File: src/rtl/shift_reg_seq.sv
// shift_reg_seq: WIDTH-bit shift register with manual hold/load/shift modes
// and an automatic multi-bit shift sequencer (IDLE -> SHIFT -> DONE).
// Optional build macro: SHIFT_ROTATE_EN -- when defined, the fill bit is the
// bit being shifted out (rotate) and ser_in is ignored; otherwise the fill
// bit is ser_in. The port list is the same in both builds.
// Reset is synchronous and active-low (reset_n).
module shift_reg_seq #(
  parameter int WIDTH = 8,
  parameter int CNT_W = 4
) (
  input  logic             clk,
  input  logic             reset_n,
  input  logic [1:0]       mode,
  input  logic [WIDTH-1:0] d,
  input  logic             ser_in,
  input  logic             start,
  input  logic [CNT_W-1:0] count,
  output logic [WIDTH-1:0] q,
  output logic             ser_out,
  output logic             busy,
  output logic             done
);

  typedef enum logic [1:0] {
    S_IDLE  = 2'd0,
    S_SHIFT = 2'd1,
    S_DONE  = 2'd2
  } state_t;

  state_t           r_state;
  logic [WIDTH-1:0] r_q;
  logic             r_ser;
  logic             r_busy;
  logic             r_done;
  logic             r_dir;   // 0 = right, 1 = left
  logic [CNT_W-1:0] r_cnt;   // remaining automatic shifts

  logic             w_fill_r;
  logic             w_fill_l;
  logic [WIDTH-1:0] w_shr;
  logic [WIDTH-1:0] w_shl;

`ifdef SHIFT_ROTATE_EN
  // Rotate: the bit leaving one end re-enters at the other.
  assign w_fill_r = r_q[0];
  assign w_fill_l = r_q[WIDTH-1];
`else
  assign w_fill_r = ser_in;
  assign w_fill_l = ser_in;
`endif

  assign w_shr = {w_fill_r, r_q[WIDTH-1:1]};
  assign w_shl = {r_q[WIDTH-2:0], w_fill_l};

  // Sequencer FSM with the register, serial output and status flags all registered.
  always_ff @(posedge clk) begin
    if (!reset_n) begin
      r_state <= S_IDLE;
      r_q     <= '0;
      r_ser   <= 1'b0;
      r_busy  <= 1'b0;
      r_done  <= 1'b0;
      r_dir   <= 1'b0;
      r_cnt   <= '0;
    end else begin
      r_done <= 1'b0;
      case (r_state)
        S_IDLE: begin
          if (start && mode[1]) begin
            // Accept: latch direction and count; q is untouched this cycle.
            r_dir  <= mode[0];
            r_cnt  <= count;
            r_busy <= 1'b1;
            if (count == '0) begin
              // Zero-length run: a single busy cycle that is also the done cycle.
              r_state <= S_DONE;
              r_done  <= 1'b1;
            end else begin
              r_state <= S_SHIFT;
            end
          end else begin
            case (mode)
              2'b01: r_q <= d;
              2'b10: begin
                r_q   <= w_shr;
                r_ser <= r_q[0];
              end
              2'b11: begin
                r_q   <= w_shl;
                r_ser <= r_q[WIDTH-1];
              end
              default: ;
            endcase
          end
        end

        S_SHIFT: begin
          if (r_cnt != '0) begin
            if (r_dir) begin
              r_q   <= w_shl;
              r_ser <= r_q[WIDTH-1];
            end else begin
              r_q   <= w_shr;
              r_ser <= r_q[0];
            end
            r_cnt <= r_cnt - CNT_W'(1);
            if (r_cnt == CNT_W'(1)) begin
              r_state <= S_DONE;
              r_done  <= 1'b1;
            end
          end else begin
            // Defensive: nothing left to shift, finish immediately.
            r_state <= S_DONE;
            r_done  <= 1'b1;
          end
        end

        S_DONE: begin
          r_state <= S_IDLE;
          r_busy  <= 1'b0;
        end

        default: begin
          r_state <= S_IDLE;
          r_busy  <= 1'b0;
        end
      endcase
    end
  end

  assign q       = r_q;
  assign ser_out = r_ser;
  assign busy    = r_busy;
  assign done    = r_done;

endmodule

File: config.mk
export PLATFORM = sky130hd
export DESIGN_NAME = shift_reg_seq
export DESIGN_NICKNAME = d
export VERILOG_FILES = /design/src/rtl/shift_reg_seq.sv
export SDC_FILE = /design/constraint.sdc
export NUM_CORES = 1
export LEC_CHECK = 0
export BUFFER_PORTS_ARGS = -buffer_cell sky130_fd_sc_hd__buf_4
export CORE_MARGIN = 2
export CORE_UTILIZATION = 52
export DETAILED_ROUTE_END_ITERATION = 8
export PLACE_DENSITY = 0.78
export SYNTH_ARGS = -nofsm -noshare
export SYNTH_HDL_FRONTEND = slang
export SYNTH_SLANG_ARGS = --single-unit
File: constraint.sdc
create_clock -name clk -period 2.2 [get_ports clk]
set_input_delay 0.22 -clock clk [delete_from_list [all_inputs] [get_ports clk]]
set_output_delay 0.22 -clock clk [all_outputs]
set_load 0.02 [all_outputs]
==> results of run 1 <==
per-layer routing:
metal  GRT usage (%)  vias up  wire, um
li1                -      544         -
met1            28.3      526      1180
met2            41.7       37      1380
met3            4.39        8       159
met4            9.21        0        54
met5               0        -         0
final timing paths:
kind / from / end / slack [ns] / depth (start not counted)
worst max-delay path: r_cnt[0] / q[5] / 0.44 / 6
worst max register to register: r_cnt[0] / q[5] / 0.44 / 6
worst min register to register: busy / busy / 0.51 / 2
worst min-delay path: reset_n / r_state[0] / 0.18 / 2
area by class of cell:
cell class,instances,area [um^2]
clock buffers,4,36.3
fillers,213,773
inverters,4,15.0
multi-input cells,103,724
flip-flops and latches,18,360
well taps,28,35.0
repair buffers,30,225
cell families after synthesis:
logic type | Yosys count | share of synthesized area, %
AOI/OAI and AO/OA | 33 | 22.4
and+or+nand+nor | 54 | 24.7
DFF | 18 | 30.8
adders and majority gates | 5 | 5.34
muxes | 11 | 9.40
buffers and inverters | 12 | 7.37
power groups by stage:
stage | logic [mW] | clock network, mW | registers (mW)
floorplan | 0.170 | 0 | 0.421
finish | 0.274 | 0.211 | 0.403
global placement | 0.268 | 0 | 0.408
CTS | 0.275 | 0.213 | 0.402
global route | 0.303 | 0.228 | 0.410
detailed placement | 0.273 | 0 | 0.408
synthesized netlist by cell type:
cell type	n	area, um^2
sky130_fd_sc_hd__nand3_1	8	40.0
sky130_fd_sc_hd__a21oi_1	4	20.0
sky130_fd_sc_hd__a221oi_1	1	8.76
sky130_fd_sc_hd__nand2_1	17	63.8
sky130_fd_sc_hd__clkinv_1	1	3.75
sky130_fd_sc_hd__buf_6	4	45.0
sky130_fd_sc_hd__o21ai_0	4	20.0
sky130_fd_sc_hd__a21boi_0	1	7.51
sky130_fd_sc_hd__ha_1	5	62.6
sky130_fd_sc_hd__or2b_1	1	7.51
sky130_fd_sc_hd__inv_1	3	11.3
sky130_fd_sc_hd__and4bb_2	1	12.5
sky130_fd_sc_hd__nor4_1	2	12.5
sky130_fd_sc_hd__mux2i_1	11	110
sky130_fd_sc_hd__and2b_1	1	7.51
sky130_fd_sc_hd__nor2_1	8	30.0
sky130_fd_sc_hd__a211oi_1	1	7.51
sky130_fd_sc_hd__clkbuf_8	1	13.8
sky130_fd_sc_hd__nor4_2	1	12.5
sky130_fd_sc_hd__clkbuf_1	2	7.51
sky130_fd_sc_hd__nand2b_1	1	6.26
sky130_fd_sc_hd__or3_1	1	6.26
sky130_fd_sc_hd__a32o_1	9	90.1
sky130_fd_sc_hd__nor3b_1	2	15.0
sky130_fd_sc_hd__and3b_1	1	8.76
sky130_fd_sc_hd__a22oi_1	9	67.6
sky130_fd_sc_hd__nor4bb_1	1	10.0
sky130_fd_sc_hd__buf_2	1	5.00
sky130_fd_sc_hd__o22ai_1	1	6.26
sky130_fd_sc_hd__and2_1	3	18.8
sky130_fd_sc_hd__dfxtp_1	18	360
sky130_fd_sc_hd__and4bb_1	1	12.5
sky130_fd_sc_hd__o21ai_2	1	8.76
sky130_fd_sc_hd__o21bai_4	1	18.8
sky130_fd_sc_hd__nor3_1	5	25.0
sky130_fd_sc_hd__o21bai_1	1	7.51
through the flow:
step / utilization (%) / cell area (um^2) / instances / power (mW)
after floorplan: - / 1170 / 133 / 0.591
after global placement: 62.7 / 1360 / 183 / 0.676
after detailed placement: 62.7 / 1360 / 183 / 0.682
after CTS: 64.4 / 1400 / 187 / 0.889
after global routing: 64.4 / 1400 / 187 / 0.942
final: 64.4 / 1400 / 187 / 0.888
sequential cells by signal (all words and copies together), names as in the netlist:
| register | flops |
|---|---|
| busy | 1 |
| done | 1 |
| q | 8 |
| r_cnt | 4 |
| r_dir | 1 |
| r_state | 2 |
| ser_out | 1 |
==> summary.txt, run 1 <==
STA
  – Worst slack on hold paths: 0.176 ns
  – Sum of negative setup slack: 0 ns
  – Final setup skew: approximately 0.009 ns
  – RSZ-0062 raised after global routing: no
  – Final Setup Violations: 0
  – Total count of max-transition violations in the final report: 0
  – Slew of the pin with the lowest slew margin: 0.527 ns
  – Post-route minimum period: between 1.5 and 2 ns
  – Peak Freq: 568 MHz
  – Final critical-path setup slack: between 0.4 and 0.5 ns
  – Endpoints failing hold: 0
  – Worst relative slew slack: approximately two thirds
  – Fraction of the cycle the final worst path needs: approximately four fifths

Detailed routing
  – Iteration-0 DRC count of the detailed router: 28
  – Via/cell ratio: slightly below 6
  – Count of TritonRoute iterations in the first routing pass: 4
  – Total number of vias: between 1000 and 1500
  – Routed length per instance: roughly 15 um
  – Number of routed nets with antenna violations: 0
  – DRC violation count after routing: 0
  – Drt total wl: around 2800 um

Floorplan
  – Boundary pin count: 29
  – Die boundary width: approximately 51 um
  – Placeable core region: around 2200 um^2
  – Initial core utilization: between 50% and 60%
  – Die area: 2650 um^2
  – Y dimension of the die: 51.5 um
  – Standard-cell row count: 17

Global route
  – Global-route wire length before repair: 4700 um
  – Initial antenna violation count: 0
  – Residual overflow from global routing: 0
  – Global-route total usage across every layer: a little under a quarter
  – Pin count of the biggest net entering global routing: 13
  – Vias in the first global route: roughly 1000

Setup path
  – Kind of cell adding the most delay to the critical path: simple AND/OR/NAND/NOR gates
  – Worst Path Required: ~2.4 ns
  – Buffer and inverter count on the worst path: 1
  – Worst path cell trace: inv_1 > ha_1 > and4bb_1 > nor4_2 > and2_1 > a32o_1
  – Startpoint class of the critical path: register
  – Peak per-stage delay on the critical path: roughly 0.37 ns
  – Data arrival at the endpoint of the critical path: ~2.0 ns
  – Type of the worst setup path: reg -> reg
  – Critical Path End Type: register
  – Worst Path Max Fanout: 8
  – Slowest stage cell, crit path: sky130_fd_sc_hd__dfxtp_1

Place
  – Final HPWL DP: just over 2000 um
  – Input/output buffers: 28
  – Global placer's final weighted congestion: about 0.77
  – Worst slack, placed: about 0.47 ns

CTS
  – Clock root buffer: sky130_fd_sc_hd__clkbuf_4
  – CTS HTree Levels: 1
  – Latest clock arrival within the worst-skew pair: around 0.3 ns
  – Number of sinks on the clock net: 18
  – Largest buffer count on any clock path: 2
  – Number of buffers added by the clock tree synthesis step: 3
  – Number of buffers inserted by hold repair at cts: 0
  – Clock edge transition at the registers on the reported setup and hold paths: about 0.11 ns
  – TritonCTS clock tree: built
  – Setup repair bufs after CTS: 0
  – Quantity of gates resized following cts: 0

Min path
  – Hold/Removal Path Class: in -> reg

Power and ir drop
  – Leakage dissipation: about 0.58 nW
  – Peak supply drop: 0.357 mV
  – Part of the total power dissipated in sequential elements: 45.4%
  – Combinational cell fraction of total power: 30.9%
  – Cell internal power dissipation: 591 uW
  – Clock network power share: between 20% and 30%
  – Switching component of the power: ~300 uW
  – Share of total power consumed by net switching: 33.5%
  – Power density normalized to cell area: 636 nW/um^2

Synth
  – Post-Synthesis Net Count: approximately 160
  – Post-Synthesis Mean Instance Area: a little under 9 um^2
  – Yosys synthesis warning count: 0
  – Netlist area before placement: roughly 1200 um^2
  – Synthesized instance count: 133
  – FF+latch count, synth: 18
  – Share of the yosys chip area belonging to registers: 30.8%
  – Netlist cell types: 36

Layout
  – Most common library cell in the layout ignoring fill and taps: sky130_fd_sc_hd__buf_4
  – Most frequent cells in the layout: sky130_fd_sc_hd__buf_4, sky130_fd_sc_hd__dfxtp_1, sky130_fd_sc_hd__nand2_1, sky130_fd_sc_hd__mux2i_1
  – Nets: 183
  – Fraction of layout cells with a size suffix above 1: a little under a quarter
  – Ant. Diodes: 0
  – Area Overhead vs Synth: 19.2%

Status
  – Run status: finished clean

Run
  – # Max-Cap Violations: 0
No activity file was read; power rests on OpenSTA's default activity.
==> run 2, diff against run 1 <==
- ABC_AREA: not set -> 1
- CORE_UTILIZATION: 52 -> 48
- PLACE_DENSITY: 0.78 -> 0.75
- clock period: 2.2 -> 1.6 ns (I/O delays scaled with it)
==> run 2 against run 1 <==
  * Critical path depth is 1 higher
  * Sequential share of layout area is 2.2 points lower
  * Largest power group unchanged
  * Combinational power is 86% higher
  * Critical path type unchanged
  * Clock-buffer cell count stayed put
  * Synthesized cell count is 59% higher
  * Critical endpoint is now q[7]
  * Routed wire length is 1.3% higher
  * Global-route usage is 2.9 points lower
  * Clock skew is 0.0077 ns lower
  * Largest cell class unchanged
  * Cell area is 9.2% higher
  * Final cell count is 44% higher
  * Highest routed layer unchanged
  * Power is 55% higher
  * Core utilization is 2.8 points lower
==> summary.txt, run 2 <==
Setup path
  – Slowest stage cell, crit path: sky130_fd_sc_hd__dfxtp_1
  – Worst Path Required: ~1.8 ns
  – Reg2Reg Launch Point: r_state[1]
  – Worst-case reg-to-reg path depth: 7
  – Most Frequent Cell on Critical Path: sky130_fd_sc_hd__nand2_1
  – Kind of cell adding the most delay to the critical path: simple AND/OR/NAND/NOR gates
  – Startpoint class of the critical path: register
  – Critical Path End Type: register
  – Type of the worst setup path: reg -> reg
  – Buffer and inverter count on the worst path: 1
  – R2r endpoint: q[7]
  – Worst path cell trace: inv_2 > nand2_2 > nand2_1 > nand3_4 > nand2_1 > nand2_1 > nor2_1
  – Peak per-stage delay on the critical path: 0.45 ns
  – Data arrival at the endpoint of the critical path: around 1.6 ns
  – Slack of the worst reg-to-reg path: 0.20 ns
  – Worst Path Max Fanout: 18

Layout
  – Most frequent cells in the layout: sky130_fd_sc_hd__nand2_1, sky130_fd_sc_hd__buf_4, sky130_fd_sc_hd__nor2_1, sky130_fd_sc_hd__o21ai_0, sky130_fd_sc_hd__dfxtp_1
  – Fin area: around 1500 um^2
  – Number of flip-flops under the largest register name: 8
  – Fill cell instance count of the final layout: about 270
  – Area taken by multi-input logic gates: approximately 780 um^2
  – Fraction of layout cells with a size suffix above 1: between 10% and 20%
  – Most common library cell in the layout ignoring fill and taps: sky130_fd_sc_hd__nand2_1
  – Sequential cell area: 360 um^2
  – Nets: about 260
  – Area Overhead vs Synth: 21.3%
  – Ant. Diodes: 0
  – Final std cells w/o fill: 269

Floorplan
  – Die boundary width: around 55 um
  – Placeable core region: ~2500 um^2
  – Initial core utilization: 50.8%
  – Standard-cell row count: 18
  – Die area: a little over 3000 um^2
  – Boundary pin count: 29
  – Y dimension of the die: approximately 55 um

STA
  – Worst slack on hold paths: roughly 0.14 ns
  – RSZ-0062 raised after global routing: no
  – Worst relative slew slack: 64.2%
  – Fraction of the cycle the final worst path needs: between 80 and 90%
  – Peak Freq: ~710 MHz
  – Endpoints failing hold: 0
  – Total count of max-transition violations in the final report: 0
  – Post-route minimum period: 1.40 ns
  – Final setup skew: approximately 0.0014 ns
  – Slew of the pin with the lowest slew margin: 0.536 ns
  – Sum of negative setup slack: 0 ns
  – Final Setup Violations: 0

Place
  – Global placer's final weighted congestion: between 0.7 and 0.8
  – Number of instances in the placed design: between 200 and 300
  – Placement Cell Area: about 1500 um^2
  – Final HPWL DP: around 2100 um
  – Input/output buffers: 28

Min path
  – Worst min-delay path endpoint: r_dir
  – Hold/Removal Path Class: in -> reg
  – Hold path startpoint: mode[0]
  – Number of stages on the worst hold path: 3

Power and ir drop
  – Combinational cell fraction of total power: between 30 and 40%
  – Share of total power consumed by net switching: 37.9%
  – Peak supply drop: about 0.74 mV
  – Cell internal power dissipation: approximately 860 uW
  – Clock network power share: around a fifth
  – Switching component of the power: about 520 uW
  – Power density normalized to cell area: roughly 900 nW/um^2
  – Part of the total power dissipated in sequential elements: a little over two fifths
  – Leakage dissipation: 0.788 nW

Status
  – Run status: finished clean

Detailed routing
  – Count of TritonRoute iterations in the first routing pass: 4
  – Drt total wl: roughly 2800 um
  – Iteration-0 DRC count of the detailed router: 23
  – Via/cell ratio: between 5 and 6
  – Total number of vias: around 1400
  – DRC violation count after routing: 0
  – Routed length per instance: 10.4 um
  – Number of routed nets with antenna violations: 0

Global route
  – Initial antenna violation count: 0
  – Global-route wire length before repair: ~4600 um
  – Pin count of the biggest net entering global routing: 20
  – Residual overflow from global routing: 0
  – Vias in the first global route: between 1000 and 1500
  – Global-route total usage across every layer: 20.8%

CTS
  – Number of buffers added by the clock tree synthesis step: 3
  – CTS HTree Levels: 1
  – Clock edge transition at the registers on the reported setup and hold paths: ~0.11 ns
  – Quantity of gates resized following cts: 0
  – Largest buffer count on any clock path: 2
  – Latest clock arrival within the worst-skew pair: approximately 0.29 ns
  – Setup repair bufs after CTS: 0
  – Clock root buffer: sky130_fd_sc_hd__clkbuf_4
  – Number of buffers inserted by hold repair at cts: 0
  – Number of sinks on the clock net: 18
  – TritonCTS clock tree: built

Synth
  – Post-Synthesis Mean Instance Area: roughly 6.0 um^2
  – Synthesized instance count: between 200 and 250
  – Netlist area before placement: approximately 1300 um^2
  – Dominant cell by count in the synthesized netlist: sky130_fd_sc_hd__nand2_1
  – Netlist cell types: 22
  – FF+latch count, synth: 18
  – Post-synth top cells: sky130_fd_sc_hd__nand2_1, sky130_fd_sc_hd__nor2_1, sky130_fd_sc_hd__dfxtp_1, sky130_fd_sc_hd__o21ai_0
  – Main area contributors after synthesis: sky130_fd_sc_hd__dfxtp_1, sky130_fd_sc_hd__nand2_1, sky130_fd_sc_hd__nor2_1, sky130_fd_sc_hd__o21ai_0, sky130_fd_sc_hd__a21oi_1
  – Yosys synthesis warning count: 0
  – Share of Yosys cell area claimed by the top area cell type: approximately 29%
  – Share of flip-flops with an asynchronous set or reset: 0%
  – Ys flop type: sky130_fd_sc_hd__dfxtp_1
  – Number of enable flip-flop cells after synthesis: 0
  – Share of the yosys chip area belonging to registers: approximately 29%
  – Post-Synthesis Net Count: between 200 and 250
  – Most area-hungry cell type in the Yosys netlist: sky130_fd_sc_hd__dfxtp_1

Run
  – # Max-Cap Violations: 0
run 2: cell types whose count changed in the layout (fill, tap and decap cells not counted), sizes merged, moves of 11 or more:
cell | before | now
inv | 3 | 19
nand2 | 17 | 79
o21ai | 5 | 18
a21oi | 4 | 16
nor2 | 8 | 28
mux2i | 11 | 0
run 2: worst min-delay path: cells and delay by family:
kind / cells / cell delay [ns]
buf+inv: 2 / 0.17
compound gates: 1 / 0.06
run 2: worst max-delay path by stage:
stage	endpoint	cells past startpoint	start
5_1_grt	q[0]	7	r_cnt[0]
2_1_floorplan	q[0]	7	r_cnt[0]
6_report	q[7]	7	r_state[1]
3_3_place_gp	q[7]	9	mode[0]
4_1_cts	q[7]	7	r_state[1]
3_5_place_dp	q[7]	9	mode[0]
run 2: cell families (layout without fill, tap and decap cells):
| logic type | after synthesis | count (layout) | synth area share [%] |
|---|---|---|---|
| buffers and inverters | 27 | 55 | 9.55 |
| flip-flops | 18 | 18 | 28.7 |
| AND/OR/NAND/NOR | 126 | 126 | 42.7 |
| AO/OA/AOI/OAI | 35 | 35 | 14.1 |
| adder cells (fa/ha/maj) | 5 | 5 | 4.98 |
run 2: cell type report:
| cell class | count | area share [%] |
|---|---|---|
| Tap cell | 30 | 2.46 |
| Timing Repair Buffer | 32 | 15.8 |
| Clock buffer | 4 | 2.38 |
| Inverter | 19 | 4.84 |
| Sequential cell | 18 | 23.6 |
| Multi-Input combinational cell | 166 | 50.9 |
run 2: power by group through the flow:
| stage | Combinational (mW) | Sequential (mW) | Clock [mW] |
|---|---|---|---|
| 2_1_floorplan | 0.325 | 0.611 | 0 |
| 3_3_place_gp | 0.507 | 0.585 | 0 |
| 3_5_place_dp | 0.514 | 0.584 | 0 |
| 4_1_cts | 0.515 | 0.574 | 0.298 |
| 5_1_grt | 0.590 | 0.583 | 0.313 |
| 6_report | 0.511 | 0.575 | 0.293 |
run 2: metrics by stage:
stage	setup slack, ns	utilization, %	power, mW
6_report	0.197	61.6	1.38
5_1_grt	0.0774	61.6	1.49
4_1_cts	0.192	61.6	1.39
3_5_place_dp	0.167	60.1	1.10
3_3_place_gp	0.211	60.1	1.09
2_1_floorplan	0.331	-	0.937
run 2: routing by layer:
metal	up-vias	GRT usage, %	routed length [um]
li1	721	-	-
met1	601	26.4	1330
met2	33	37.3	1330
met3	2	2.42	136
met4	0	4.88	16
met5	-	0	0
==> run 3, diff against run 2 <==
- CORE_MARGIN: 2 -> 4
==> run 3 against run 2 <==
  * Final cell count is 0.37% lower
  * Routed wire length is 3.2% higher
  * Worst setup slack improved by 0.041 ns
  * Core utilization increased by 0.20 points
  * Via count down 1.0%
  * Power up 0.75%
  * Worst hold slack got worse by 0.011 ns
  * Die area up 15%
  * Sequential power hardly changed
  * Flip-flop and latch count did not move
  * Cell area up 0.33%
==> summary.txt, run 3 (synthesis results as in run 2) <==
Layout
  – Number of flip-flops under the largest register name: 8
  – Ant. Diodes: 0
  – Fraction of layout cells with a size suffix above 1: 19.3%
  – Most frequent cells in the layout: sky130_fd_sc_hd__nand2_1, sky130_fd_sc_hd__buf_4, sky130_fd_sc_hd__nor2_1, sky130_fd_sc_hd__o21ai_0, sky130_fd_sc_hd__dfxtp_1
  – Area Overhead vs Synth: 21.7%
  – Most common library cell in the layout ignoring fill and taps: sky130_fd_sc_hd__nand2_1
  – Fraction of the core area covered by cells at the end of the flow: roughly 62%
  – Final std cells w/o fill: roughly 270
  – Nets: about 260

STA
  – RSZ-0062 raised after global routing: no
  – Worst slack on hold paths: between 0.1 and 0.15 ns
  – Endpoints failing hold: 0
  – Slew of the pin with the lowest slew margin: 0.601 ns
  – Final Setup Violations: 0
  – Fraction of the cycle the final worst path needs: a little under nine tenths
  – Total count of max-transition violations in the final report: 0
  – Worst relative slew slack: ~60%
  – Sum of negative setup slack: 0 ns
  – Final setup skew: 0.0102 ns
  – Peak Freq: 734 MHz
  – Post-route minimum period: between 1 and 1.5 ns

Floorplan
  – Die boundary width: roughly 59 um
  – Placeable core region: ~2500 um^2
  – Y dimension of the die: 59.2 um
  – Initial core utilization: ~51%
  – Boundary pin count: 29
  – Standard-cell row count: 18
  – Die area: 3500 um^2

CTS
  – Latest clock arrival within the worst-skew pair: approximately 0.31 ns
  – Number of sinks on the clock net: 18
  – Largest buffer count on any clock path: 2
  – Clock edge transition at the registers on the reported setup and hold paths: 0.12 ns
  – TritonCTS clock tree: built
  – Setup repair bufs after CTS: 0
  – Number of buffers inserted by hold repair at cts: 0
  – CTS HTree Levels: 1
  – Clock root buffer: sky130_fd_sc_hd__clkbuf_4
  – Quantity of gates resized following cts: 0
  – Number of buffers added by the clock tree synthesis step: 3

Global route
  – Pin count of the biggest net entering global routing: 20
  – Residual overflow from global routing: 0
  – Initial antenna violation count: 0
  – Global-route wire length before repair: ~4800 um
  – Global-route total usage across every layer: 17.8%
  – Vias in the first global route: approximately 1200

Detailed routing
  – Drt total wl: between 2000 and 3000 um
  – Number of routed nets with antenna violations: 0
  – Count of TritonRoute iterations in the first routing pass: 4
  – Routed length per instance: between 10 and 15 um
  – DRC violation count after routing: 0
  – Via/cell ratio: roughly 5.0
  – Total number of vias: approximately 1300
  – Iteration-0 DRC count of the detailed router: 54

Setup path
  – Startpoint class of the critical path: register
  – Worst Path Required: roughly 1.8 ns
  – Type of the worst setup path: reg -> reg
  – Data arrival at the endpoint of the critical path: approximately 1.6 ns
  – Critical Path End Type: register
  – Worst Path Max Fanout: 4

Power and ir drop
  – Part of the total power dissipated in sequential elements: between 40% and 50%
  – Share of total power consumed by net switching: between 30% and 40%
  – Tot Pwr: between 1 and 1.5 mW
  – Leakage dissipation: about 0.8 nW
  – Peak supply drop: 0.573 mV
  – Switching component of the power: 529 uW
  – Clock network power share: 21.5%
  – Combinational cell fraction of total power: 37.0%
  – Cell internal power dissipation: 860 uW
  – Power density normalized to cell area: a little over 900 nW/um^2

Place
  – Input/output buffers: 28
  – Global placer's final weighted congestion: approximately 0.8
  – Number of instances in the placed design: 264
  – Final HPWL DP: approximately 2100 um

Status
  – Run status: finished clean

Min path
  – Hold/Removal Path Class: in -> reg

Run
  – # Max-Cap Violations: 0
[run 3: cell types whose count changed in the layout (fill, tap and decap cells not counted)]
cell                     delta
sky130_fd_sc_hd__buf_4      -2
sky130_fd_sc_hd__buf_12     +1
[run 3: power groups by stage]
stage / clock network (mW) / logic, mW / registers, mW
after CTS: 0.307 / 0.518 / 0.575
after detailed placement: 0 / 0.516 / 0.585
after floorplan: 0 / 0.325 / 0.611
after global placement: 0 / 0.514 / 0.586
final: 0.298 / 0.514 / 0.576
after global routing: 0.319 / 0.591 / 0.586
[run 3: per-stage QoR]
step           instance area, um^2  setup slack, ns
2_1_floorplan                 1260            0.331
3_3_place_gp                  1490            0.240
3_5_place_dp                  1490            0.227
4_1_cts                       1530            0.227
5_1_grt                       1530           0.0921
6_report                      1530            0.238
[run 3: final cells by class]
type,instances,area (um^2)
clock buffers,4,36.3
fillers,237,947
inverters,19,73.8
multi-input cells,166,777
flip-flops and latches,18,360
well taps,30,37.5
repair buffers,31,245
[run 3: critical path, stage by stage (launching register included)]
cell,delay (ns)
sky130_fd_sc_hd__dfxtp_1,0.39
sky130_fd_sc_hd__inv_1,0.10
sky130_fd_sc_hd__ha_1,0.21
sky130_fd_sc_hd__or2_2,0.27
sky130_fd_sc_hd__nand2_1,0.06
sky130_fd_sc_hd__nor2_1,0.03
sky130_fd_sc_hd__a21oi_1,0.12
sky130_fd_sc_hd__a21oi_1,0.08
[run 3: worst paths after layout]
check | from | endpoint | slack [ns] | cells past startpoint
min | mode[0] | r_dir | 0.12 | 3
max reg2reg | r_cnt[0] | r_cnt[2] | 0.24 | 7
min reg2reg | busy | busy | 0.47 | 2
max | r_cnt[0] | r_cnt[2] | 0.24 | 7
[run 3: per-layer routing]
layer | track usage (%) | wire [um] | vias up
li1 | - | - | 722
met1 | 22.0 | 1350 | 585
met2 | 30.0 | 1350 | 34
met3 | 4.79 | 182 | 2
met4 | 5.18 | 17 | 0
met5 | 0 | 0 | -
